File: src/rtl/johnson_phase_monitor.sv
// Johnson counter phase monitor: decodes a 4-bit Johnson state,
// tracks sequence lock and counts sequence errors and laps.
module johnson_phase_monitor #(
  parameter int LOCK_LEN = 8
) (
  input  logic        clk,
  input  logic        reset,
  input  logic [3:0]  jc_q,
  input  logic        in_valid,
  input  logic        clr_cnt,
  output logic [7:0]  phase_onehot,
  output logic [2:0]  phase_idx,
  output logic        legal,
  output logic        locked,
  output logic        seq_err,
  output logic        cycle_done,
  output logic [7:0]  err_cnt,
  output logic [15:0] cycle_cnt
);

  typedef enum logic [1:0] {
    IDLE,
    TRACK,
    LOCKED
  } state_t;

  localparam logic [4:0] LOCK_W = 5'(LOCK_LEN);

  state_t     state;
  state_t     state_nxt;
  logic [3:0] run_cnt;
  logic [3:0] run_nxt;
  logic [4:0] run_inc;
  logic [3:0] prev_q;
  logic       dec_legal;
  logic [2:0] dec_idx;
  logic       seq_ok;
  logic       err_d;
  logic       done_d;

  always_comb begin
    dec_legal = 1'b1;
    dec_idx   = 3'd0;
    unique case (jc_q)
      4'b0000: dec_idx = 3'd0;
      4'b1000: dec_idx = 3'd1;
      4'b1100: dec_idx = 3'd2;
      4'b1110: dec_idx = 3'd3;
      4'b1111: dec_idx = 3'd4;
      4'b0111: dec_idx = 3'd5;
      4'b0011: dec_idx = 3'd6;
      4'b0001: dec_idx = 3'd7;
      default: dec_legal = 1'b0;
    endcase
  end

  assign seq_ok  = (jc_q == {~prev_q[0], prev_q[3:1]});
  assign run_inc = {1'b0, run_cnt} + 5'd1;

  always_ff @(posedge clk or posedge reset) begin
    if (reset) begin
      state   <= IDLE;
      run_cnt <= 4'd0;
    end else if (in_valid) begin
      state   <= state_nxt;
      run_cnt <= run_nxt;
    end
  end

  always_comb begin
    state_nxt = state;
    run_nxt   = run_cnt;
    if (!dec_legal) begin
      state_nxt = IDLE;
      run_nxt   = 4'd0;
    end else begin
      unique case (state)
        IDLE: begin
          state_nxt = TRACK;
          run_nxt   = 4'd0;
        end
        TRACK: begin
          if (seq_ok) begin
            run_nxt = run_inc[3:0];
            if (run_inc == LOCK_W)
              state_nxt = LOCKED;
          end else begin
            run_nxt = 4'd0;
          end
        end
        LOCKED: begin
          if (!seq_ok) begin
            state_nxt = TRACK;
            run_nxt   = 4'd0;
          end
        end
        default: begin
          state_nxt = IDLE;
          run_nxt   = 4'd0;
        end
      endcase
    end
  end

  // First legal code in IDLE only seeds the tracker, it is never an error.
  always_comb begin
    err_d  = !dec_legal || ((state != IDLE) && !seq_ok);
    done_d = (state == LOCKED) && seq_ok && (jc_q == 4'b0000);
  end

  always_ff @(posedge clk or posedge reset) begin
    if (reset) begin
      phase_onehot <= 8'd0;
      phase_idx    <= 3'd0;
      legal        <= 1'b0;
      locked       <= 1'b0;
      seq_err      <= 1'b0;
      cycle_done   <= 1'b0;
      prev_q       <= 4'd0;
      err_cnt      <= 8'd0;
      cycle_cnt    <= 16'd0;
    end else begin
      seq_err    <= 1'b0;
      cycle_done <= 1'b0;
      if (in_valid) begin
        phase_onehot <= dec_legal ? (8'd1 << dec_idx) : 8'd0;
        phase_idx    <= dec_idx;
        legal        <= dec_legal;
        locked       <= (state_nxt == LOCKED);
        seq_err      <= err_d;
        cycle_done   <= done_d;
        prev_q       <= jc_q;
      end
      if (clr_cnt) begin
        err_cnt   <= 8'd0;
        cycle_cnt <= 16'd0;
      end else begin
        if (in_valid && err_d && (err_cnt != 8'hff))
          err_cnt <= err_cnt + 8'd1;
        if (in_valid && done_d)
          cycle_cnt <= cycle_cnt + 16'd1;
      end
    end
  end

endmodule

File: config.mk
export PLATFORM = sky130hd
export DESIGN_NAME = johnson_phase_monitor
export DESIGN_NICKNAME = d
export VERILOG_FILES = /design/src/rtl/johnson_phase_monitor.sv
export SDC_FILE = /design/constraint.sdc
export NUM_CORES = 1
export LEC_CHECK = 0
export CAP_MARGIN = 25
export CORE_ASPECT_RATIO = 1.2
export CORE_MARGIN = 4
export CORE_UTILIZATION = 56
export DETAILED_ROUTE_END_ITERATION = 8
export HOLD_SLACK_MARGIN = 0.05
export PLACE_DENSITY_LB_ADDON = 0.05
export SETUP_SLACK_MARGIN = 0.3
export SLEW_MARGIN = 20
export SYNTH_ARGS = -nofsm -noshare
export SYNTH_HDL_FRONTEND = slang
export SYNTH_SLANG_ARGS = --single-unit
File: constraint.sdc
create_clock -name clk -period 5.15 [get_ports clk]
set_input_delay 1.545 -clock clk [delete_from_list [all_inputs] [get_ports clk]]
set_output_delay 1.545 -clock clk [all_outputs]
set_load 0.005 [all_outputs]
==> results of run 1 <==
-- area by class of cell --
cell class | instances | area, µm² | share of cell area, %
sequential | 49 | 1230 | 38.9
multi-input combinational | 187 | 1210 | 38.5
timing repair buffer | 47 | 468 | 14.8
inverter | 19 | 72.6 | 2.30
tap | 56 | 70.1 | 2.22
clock buffer | 5 | 68.8 | 2.18
clock inverter | 2 | 35.0 | 1.11
-- placed cells by master, fill, tap and decap left out, types with 4 or more instances in the layout --
master and instances:
o21ai_0 16, and2_1 4, xnor2_1 8, nand3_1 19
nor2b_1 6, nor2_1 20, clkbuf_8 5, nand4_1 9
dfrtp_1 49, xor2_1 8, o31ai_1 5, or3_1 4
or4_1 6, nand2_1 17, inv_1 18, a21oi_1 12
mux2_2 6, clkdlybuf4s50_1 46
-- registers in the layout (all words and copies together), names as in the netlist --
signal        count
prev_q            4
state             2
phase_idx         3
locked            1
err_cnt           8
seq_err           1
cycle_done        1
cycle_cnt        16
run_cnt           4
phase_onehot      8
legal             1
-- power groups by stage --
stage               Sequential, mW  Clock [mW]  Combinational, mW
global route                 0.410       0.292             0.0955
detailed placement           0.416           0             0.0857
CTS                          0.409       0.274             0.0867
global placement             0.416           0             0.0844
finish                       0.409       0.267             0.0855
floorplan                    0.414           0             0.0523
-- per-layer routing --
metal / up-vias / part of all wire [%]
li1: 1041 / -
met1: 1014 / 44
met2: 45 / 50
met3: 7 / 4.0
met4: 0 / 1.5
met5: - / 0
-- stage by stage --
step           setup WS [ns]  instance area (µm²)  hold slack (ns)  instances  power, mW
6_report                1.37                 3150            0.523        365      0.761
5_1_grt                 1.23                 3150            0.538        365      0.798
4_1_cts                 1.41                 3150            0.523        365      0.769
3_5_place_dp            1.08                 3050            0.498        358      0.502
3_3_place_gp            1.12                 3050            0.496        358      0.500
2_1_floorplan           1.91                 2560            0.498        268      0.467
-- critical path, delay by kind of cell --
kind | cells | cell delay, ns
AND/OR/NAND/NOR | 4 | 1.57
buffers and inverters | 1 | 0.66
XOR/XNOR | 1 | 0.17
-- worst max-delay path by stage --
| stage | end | from | slack [ns] |
|---|---|---|---|
| 6_report | cycle_cnt[14]$_DFFE_PP0P_ | jc_q[0] | 1.37 |
| 5_1_grt | cycle_cnt[10]$_DFFE_PP0P_ | jc_q[0] | 1.23 |
| 4_1_cts | cycle_cnt[14]$_DFFE_PP0P_ | jc_q[0] | 1.41 |
| 3_5_place_dp | cycle_cnt[14]$_DFFE_PP0P_ | jc_q[0] | 1.08 |
| 3_3_place_gp | cycle_cnt[14]$_DFFE_PP0P_ | jc_q[0] | 1.12 |
| 2_1_floorplan | cycle_cnt[15]$_DFFE_PP0P_ | jc_q[3] | 1.91 |
-- logic make-up (layout without fill, tap and decap cells) --
kind of cell,after synthesis,in the layout
fa+ha+maj,3,3
mux,7,7
compound gates,48,48
simple gates,113,113
xor+xnor,16,16
flops,49,49
buf+inv,32,73
==> metrics.md, run 1 <==
| Metric | Value |
|---|---|
| Compound-Gate Fraction of Synth Area | 11.8% |
| Number of distinct library cells after synthesis | 49 |
| Antenna-violating nets left | 0 |
| Vias in the first global route | 2082 |
| Routability Congestion | 0.772 |
| Max-cap violations | 0 |
| Fin util | 72.9% |
| Die W | 69.7 µm |
| Clock power share | 35.1% |
| Largest net degree at the start of global routing | 50 |
| RSZ-0062 raised after global routing | no |
| Worst path slowest cell | or4_4 |
| Grt ovf | 0 |
| Setup Skew | 0.0147 ns |
| Psw | 0.185 mW |
| Register area share after synthesis | 47.9% |
| EDFF count, synth | 0 |
| Hold buffer count at cts | 0 |
| Post-synth top area share | 47.9% |
| Layout cells sized above 1 | 8.09% |
| Vias per inst | 5.77 |
| Leakage | 1.25 nW |
| TNS Setup | 0 ns |
| Peak supply drop | 0.189 mV |
| Routed WL per cell | 14.7 µm |
| Via count | 2107 |
| Power Density | 241 nW/µm² |
| Slew headroom | 38.9% |
| Post-synth top cells | 49 x dfrtp_1, 20 x nor2_1, 19 x inv_1, 19 x nand3_1, 17 x nand2_1 |
| # port buffers | 46 |
| Yosys warning total | 0 |
| Crit path DAT | 3.94 ns |
| Finish-stage setup viols | 0 |
| Fmax | 0.264 GHz |
| Adder-cell share of the synthesized area | 1.47% |
| Synth area leader | dfrtp_1 |
| Pins Over Slew Limit | 0 |
| Worst Reg-to-Reg Cells | 5 |
| Hold Path End | legal$_DFFE_PP0P_ |
| Most common cell in the netlist | dfrtp_1 |
| Critical path class | primary input to register |
| Net Sw Frac | 24.3% |
| CTS Sinks | 49 |
| Worst Hold Depth | 1 |
| Initial Util | 59.2% |
| Crit path time final | 3.78 ns |
| Most used flip-flop cell after synthesis | dfrtp_1 |
| Critical Path Start Type | primary input |
| Htree depth | 2 |
| Largest stage delay, worst path | 0.67 ns |
| CTS max path bufs | 2 |
| Die area | 5720 µm² |
| CTS Root Cell | clkbuf_8 |
| Worst Path Required | 5.31 ns |
| Simple-gate share of the synthesized area | 25.5% |
| Initial DRC count | 79 |
| Global Route met3 Usage | 4.77% |
| Async SR Flop Fraction | 100% |
| Kind of end point of the critical path | register |
| # IOs | 47 |
| Met2 Use GR | 37.9% |
| Cells along the critical path | clkdlybuf4s50_1 > or4_4 > nor4_2 > nand3_1 > xnor2_1 > nor2_1 |
| Busiest metal layer after global routing | met2 |
| Worst slew pin tran | 0.914 ns |
| Hold Crit Class | register to register |
| HP Start | legal$_DFFE_PP0P_ |
| CTS buffer count | 5 |
| First-pass DRT Iterations | 4 |
| First-pass GRT wire length | 9210 µm |
| Site Rows | 26 |
| Clk Latency, worst-skew pair | 0.31 ns |
| Initial antenna violation count | 0 |
| Post-Synthesis Cell Area | 2560 µm² |
| P_int | 0.576 mW |
| Comb power frac | 11.2% |
| Total track usage | 20.3% |
| Syn_nets | 279 |
| Worst R2R Start | state[1]$_DFFE_PP0P_ |
| Clk slew on worst S/H paths | 0.09 ns |
| Core area | 4330 µm² |
| Fin. Hold Viols | 0 |
| Status | completed |
| Setup bufs post-CTS | 0 |
| DR DRC count | 0 |
| Wirelength, routed | 5370 µm |
| Met1 Usage GRT | 22.9% |
| Reg power frac | 53.7% |
| Yosys reg bits | 49 |
| Syn avg cell area | 9.56 µm² |
| Synth Area in XOR/XNOR | 5.47% |
| Area Overhead vs Synth | 23.1% |
| DIE HEIGHT | 82.1 µm |
| Final net count | 320 |
| Reg-to-Reg End | cycle_cnt[14]$_DFFE_PP0P_ |
| Post-DP HPWL | 3680 µm |
| Main combinational cell family by area after synthesis | simple AND/OR/NAND/NOR gates |
| Mux share of post-synthesis cell area | 3.03% |
| Filler Cell Count | 343 |
| Main area contributors after synthesis | dfrtp_1 48%, nand3_1 3.7%, o21ai_0 3.1%, nor2_1 2.9%, inv_1 2.8% |
| Period utilisation layout | 73.5% |
| Flop2flop setup slack | 2.88 ns |
| Diode count | 0 |
| Synthesized instance count | 268 |
| CTS tree | yes |
| Largest fanout on the critical path | 14 |
| Cts repair resizes | 0 |
Power figures use the tool's default switching activity.
==> run 2, diff against run 1 <==
CORE_UTILIZATION = 52   (was 56)
clock period = 3.77 ns   (was 5.15 ns; I/O delays follow)
==> metrics.md, run 2 (synthesis gave the netlist of run 1 again) <==
| Metric | Value |
|---|---|
| Fin. Hold Viols | 0 (unchanged) |
| Most frequent cells in the layout | 49 x dfrtp_1, 46 x clkdlybuf4s50_1, 20 x nor2_1 |
| Clk Latency, worst-skew pair | 0.30 ns (about the same) |
| Grt ovf | 0 (unchanged) |
| Pins Over Slew Limit | 0 (unchanged) |
| Site Rows | 27 (+3.8%) |
| Vias per inst | 5.57 (-3.5%) |
| Critical Path Start Type | primary input |
| Die area | 6120 µm² (+6.9%) |
| Worst Reg-to-Reg Cells | 5 (unchanged) |
| Post-DP HPWL | 3790 µm (+3.2%) |
| Finish-stage setup viols | 0 (unchanged) |
| TNS Setup | 0 ns (unchanged) |
| Most flops, register | cycle_cnt |
| Peak supply drop | 0.257 mV (+36%) |
| Period utilisation layout | 83.2% |
| Max-cap violations | 0 (unchanged) |
| Worst Path Required | 4.00 ns (-1.31 ns) |
| Initial DRC count | 135 (+71%) |
| Leakage | 1.28 nW (+2.8%) |
| Kind of end point of the critical path | register |
| Inst Count DP | 366 (+2.2%) |
| CTS Root Cell | clkbuf_8 |
| Hold Crit Class | register to register |
| Final net count | 326 (+1.9%) |
| CTS buffer count | 5 (unchanged) |
| CTS max path bufs | 2 (unchanged) |
| Psw | 0.247 mW (+33%) |
| RSZ-0062 raised after global routing | no |
| Layout cells sized above 1 | 9.81% (+1.7 points) |
| Max reg flops | 16 (unchanged) |
| First-pass GRT wire length | 9360 µm (+1.6%) |
| Leading cell type in the layout, fill and taps excluded | dfrtp_1 |
| Antenna-violating nets left | 0 (unchanged) |
| Area Overhead vs Synth | 25.4% |
| Initial Util | 54.9% (-4.3 points) |
| DR DRC count | 0 (unchanged) |
| Setup Skew | 0.0150 ns (+0.000322 ns) |
| Power Density | 330 nW/µm² (+37%) |
| Routed WL per cell | 14.0 µm (-4.6%) |
| Status | completed |
| Largest net degree at the start of global routing | 38 (-24%) |
| Largest fanout on the critical path | 11 (-3) |
| # port buffers | 46 (unchanged) |
| Critical path class | primary input to register |
| Comb power frac | 11.3% (about the same) |
| First-pass DRT Iterations | 4 (unchanged) |
| Net Sw Frac | 23.3% (-1.1 points) |
| Via count | 2084 (-1.1%) |
| Leading registers by flop count | cycle_cnt x16, err_cnt x8, phase_onehot x8 |
| Largest stage delay, worst path | 0.61 ns (-0.06 ns) |
| Crit path time final | 3.14 ns |
| Slew headroom | 63.5% (+25 points) |
| CTS tree | yes |
| Wirelength, routed | 5250 µm (-2.2%) |
| DIE HEIGHT | 84.9 µm (+3.4%) |
| Cells along the critical path | clkdlybuf4s50_1 > or4b_1 > nor3_4 > nand3_2 > or4_1 > a21oi_1 |
| Post-route insts no fill | 374 (+2.5%) |
| Htree depth | 2 (unchanged) |
| Cts repair resizes | 0 (unchanged) |
| CTS Sinks | 49 (unchanged) |
| Worst Hold Depth | 1 (unchanged) |
| Reg power frac | 52.6% (-1.1 points) |
| Setup bufs post-CTS | 0 (unchanged) |
| P_int | 0.814 mW (+41%) |
| Clock power share | 36.1% (+1.0 points) |
| Clk slew on worst S/H paths | 0.09 ns (about the same) |
| Routability Congestion | 0.816 (+5.6%) |
| # IOs | 47 (unchanged) |
| Initial antenna violation count | 0 (unchanged) |
| Diode count | 0 (unchanged) |
| Hold buffer count at cts | 0 (unchanged) |
| Core area | 4660 µm² (+7.8%) |
| Total track usage | 18.9% (-1.4 points) |
| Hold slack | 0.522 ns (-0.000732 ns) |
| Die W | 72.1 µm (+3.3%) |
| Worst slew pin tran | 0.547 ns (-0.367 ns) |
| Vias in the first global route | 2061 (-1.0%) |
| Crit path DAT | 3.37 ns (-0.57 ns) |
| Worst path slowest cell | or4b_1 |
| Fmax | 0.319 GHz |
==> run 2: changes by cell type in the layout (fill, tap and decap cells not counted) <==
cell,previous run,this run
inv_2,0,1
clkinv_2,2,0
clkbuf_1,0,1
clkbuf_8,5,6
buf_4,1,7
==> run 2: critical path, delay by kind of cell <==
kind | cells | cell delay [ns]
buffers and inverters | 1 | 0.58
and+or+nand+nor | 4 | 1.50
AOI/OAI and AO/OA | 1 | 0.15
==> run 2: worst paths after layout <==
path / end / startpoint / slack (ns)
max reg2reg: cycle_cnt[15]$_DFFE_PP0P_ / state[1]$_DFFE_PP0P_ / 1.58
min reg2reg: legal$_DFFE_PP0P_ / legal$_DFFE_PP0P_ / 0.52
min in group asynchronous: seq_err$_DFF_PP0_ / reset / 1.14
max: cycle_cnt[15]$_DFFE_PP0P_ / jc_q[3] / 0.63
min: legal$_DFFE_PP0P_ / legal$_DFFE_PP0P_ / 0.52
max in group asynchronous: phase_onehot[1]$_DFFE_PP0P_ / reset / 1.90
==> run 2: cell type report <==
cell class | count | area, µm²
flip-flops and latches | 49 | 1230
clock buffers | 7 | 86.3
repair buffers | 53 | 513
inverters | 19 | 71.3
well taps | 58 | 72.6
multi-input cells | 187 | 1210
fillers | 398 | 1450
clock inverters | 1 | 30.0
==> run 2: per-stage QoR <==
| stage | setup slack [ns] | utilization, % | cell area, µm² | total power [mW] |
|---|---|---|---|---|
| global route | 0.511 | 68.9 | 3210 | 1.11 |
| floorplan | 0.945 | - | 2560 | 0.638 |
| finish | 0.634 | 68.9 | 3210 | 1.06 |
| global placement | 0.358 | 66.4 | 3100 | 0.688 |
| CTS | 0.638 | 68.9 | 3210 | 1.07 |
| detailed placement | 0.320 | 66.4 | 3100 | 0.690 |
==> run 2: power groups by stage <==
stage | clock network [mW] | registers, mW | logic [mW]
final | 0.383 | 0.558 | 0.120
after global routing | 0.414 | 0.561 | 0.135
after CTS | 0.394 | 0.558 | 0.123
after detailed placement | 0 | 0.568 | 0.122
after global placement | 0 | 0.568 | 0.120
after floorplan | 0 | 0.566 | 0.0715
==> run 2: per-layer routing <==
metal | vias to the layer above | share of wire (%) | GRT usage (%)
met3 | 5 | 3.8 | 3.67
met5 | - | 0 | 0
met4 | 0 | 0.82 | 5.13
li1 | 1056 | - | -
met2 | 39 | 48 | 31.5
met1 | 984 | 47 | 25.0
==> run 3, diff against run 2 <==
CORE_UTILIZATION = 47   (was 52)
clock period = 2.86 ns   (was 3.77 ns; I/O delays follow)
==> metrics.md, run 3 (synthesis gave the netlist of run 1 again) <==
| Metric | Value |
|---|---|
| Inst Count DP | 387 (+5.7%) |
| RSZ-0062 raised after global routing | no |
| # port buffers | 46 (unchanged) |
| Reg power frac | 55.9% (+3.3 points) |
| Clk Latency, worst-skew pair | 0.30 ns (about the same) |
| Critical Path Start Type | primary input |
| Status | completed |
| DR DRC count | 0 (unchanged) |
| Comb power frac | 13.4% (+2.1 points) |
| Critical path class | primary input to register |
| Slew headroom | 64.5% (+0.99 points) |
| Die W | 75.4 µm (+4.6%) |
| DIE HEIGHT | 88.9 µm (+4.7%) |
| CTS Root Cell | clkbuf_8 |
| Fmax | 0.424 GHz |
| Most flops, register | cycle_cnt |
| Site Rows | 29 (+7.4%) |
| Finish-stage setup viols | 0 (unchanged) |
| Leading cell type in the layout, fill and taps excluded | dfrtp_1 |
| Leading registers by flop count | cycle_cnt x16, err_cnt x8, phase_onehot x8 |
| Clock power share | 30.6% (-5.5 points) |
| Total Power | 1.32 mW (+24%) |
| Max-cap violations | 0 (unchanged) |
| Worst R2R Start | state[1]$_DFFE_PP0P_ |
| Hold Crit Class | register to register |
| Worst Reg-to-Reg Cells | 6 (+1) |
| Vias in the first global route | 2050 (-0.53%) |
| Die area | 6700 µm² (+9.5%) |
| Layout cells sized above 1 | 16.2% (+6.4 points) |
| Largest net degree at the start of global routing | 27 (-29%) |
| Vias per inst | 5.46 (-2.0%) |
| Clk slew on worst S/H paths | 0.09 ns (about the same) |
| CTS Sinks | 49 (unchanged) |
| Post-DP HPWL | 4030 µm (+6.1%) |
| P_int | 0.969 mW (+19%) |
| Critical path capture point | cycle_cnt[11]$_DFFE_PP0P_ |
| Worst slew pin tran | 0.528 ns (-0.0187 ns) |
| Initial antenna violation count | 0 (unchanged) |
| Reg-to-Reg End | cycle_cnt[11]$_DFFE_PP0P_ |
| Via count | 2157 (+3.5%) |
| Setup bufs post-CTS | 0 (unchanged) |
| Flop2flop setup slack | 0.73 ns (-0.85 ns) |
| Largest fanout on the critical path | 5 (-6) |
| First-pass DRT Iterations | 4 (unchanged) |
| Net Sw Frac | 26.4% (+3.1 points) |
| Antenna-violating nets left | 0 (unchanged) |
| Crit path DAT | 2.59 ns (-0.78 ns) |
| Beginning of the critical path | jc_q[3] |
| Kind of end point of the critical path | register |
| HP Start | legal$_DFFE_PP0P_ |
| CTS max path bufs | 2 (unchanged) |
| Wirelength, routed | 5610 µm (+6.9%) |
| Peak supply drop | 0.266 mV (+3.3%) |
| Pins Over Slew Limit | 0 (unchanged) |
| Period utilisation layout | 82.5% |
| Most frequent cells in the layout | 49 x dfrtp_1, 42 x clkdlybuf4s50_1, 23 x buf_4 |
| Post-route insts no fill | 395 (+5.6%) |
| Area Overhead vs Synth | 30.7% |
| Total track usage | 18.1% (-0.79 points) |
| Final net count | 343 (+5.2%) |
| Max reg flops | 16 (unchanged) |
| CTS buffer count | 5 (unchanged) |
| Setup Skew | 0.00319 ns (-0.0119 ns) |
| Leakage | 1.38 nW (+8.2%) |
| Htree depth | 2 (unchanged) |
| Fin. Hold Viols | 0 (unchanged) |
| Routed WL per cell | 14.2 µm (+1.2%) |
| CTS tree | yes |
| Psw | 0.347 mW (+41%) |
| Initial DRC count | 124 (-8.1%) |
| Power Density | 393 nW/µm² (+19%) |
| Initial Util | 48.3% (-6.6 points) |
| Crit path time final | 2.36 ns |
| Area occupied by registers | 1230 µm² (unchanged) |
| Filler Cell Count | 479 (+20%) |
| Routability Congestion | 0.802 (-1.7%) |
| Grt ovf | 0 (unchanged) |
| Core area | 5300 µm² (+14%) |
| Fin util | 63.2% (-5.7 points) |
| Diode count | 0 (unchanged) |
| First-pass GRT wire length | 9440 µm (+0.89%) |
| # IOs | 47 (unchanged) |
| Worst Path Required | 3.10 ns (-0.90 ns) |
| Multi-input gate area | 1240 µm² (+2.0%) |
-- run 3: critical path: stages --
cell and delay (ns):
dlygate4sd2_1 0.27, or4b_4 0.52, nor3_4 0.16, nand3_2 0.12
buf_6 0.15, or3_1 0.37, a21oi_2 0.14
-- run 3: worst min path at each step --
stage	endpoint	slack, ns	depth (start not counted)
floorplan	run_cnt[0]$_DFFE_PP0P_	0.50	1
global placement	legal$_DFFE_PP0P_	0.50	1
detailed placement	legal$_DFFE_PP0P_	0.50	1
CTS	legal$_DFFE_PP0P_	0.52	1
global route	legal$_DFFE_PP0P_	0.55	1
finish	legal$_DFFE_PP0P_	0.52	1
-- run 3: power groups by stage --
stage | sequential [mW] | combinational, mW | clock, mW
after floorplan | 0.746 | 0.0942 | 0
after global placement | 0.750 | 0.175 | 0
after detailed placement | 0.750 | 0.179 | 0
after CTS | 0.736 | 0.179 | 0.419
after global routing | 0.740 | 0.197 | 0.452
final | 0.736 | 0.177 | 0.403
-- run 3: metal layers --
layer,wire [µm],vias to the layer above,GRT usage (%)
met5,0,-,0
met2,2650,42,28.4
met1,2670,1023,25.4
li1,-,1087,-
met4,65,0,5.09
met3,224,5,3.41
-- run 3: cell type report --
type	instances	area share [%]
clock buffers	5	2.06
multi-input cells	187	36.9
inverters	19	2.13
repair buffers	70	19.4
well taps	62	2.32
clock inverters	3	0.523
flip-flops and latches	49	36.6
-- run 3: timing repair --
| item | CTS | global route |
|---|---|---|
| gates resized for setup | 2 | 9 |
| setup endpoints to repair | 4 | 14 |
| pin swaps | 2 | 5 |
| hold buffers | 0 | 0 |
-- run 3: through the flow --
step | hold slack, ns | TNS, ns | cell area [µm²] | setup WS (ns)
after floorplan | 0.498 | 0 | 2560 | 0.308
after global routing | 0.546 | 0 | 3350 | 0.411
after CTS | 0.525 | 0 | 3320 | 0.310
final | 0.519 | 0 | 3350 | 0.501
after global placement | 0.497 | -0.137 | 3230 | -0.0392
after detailed placement | 0.502 | -0.264 | 3230 | -0.0615
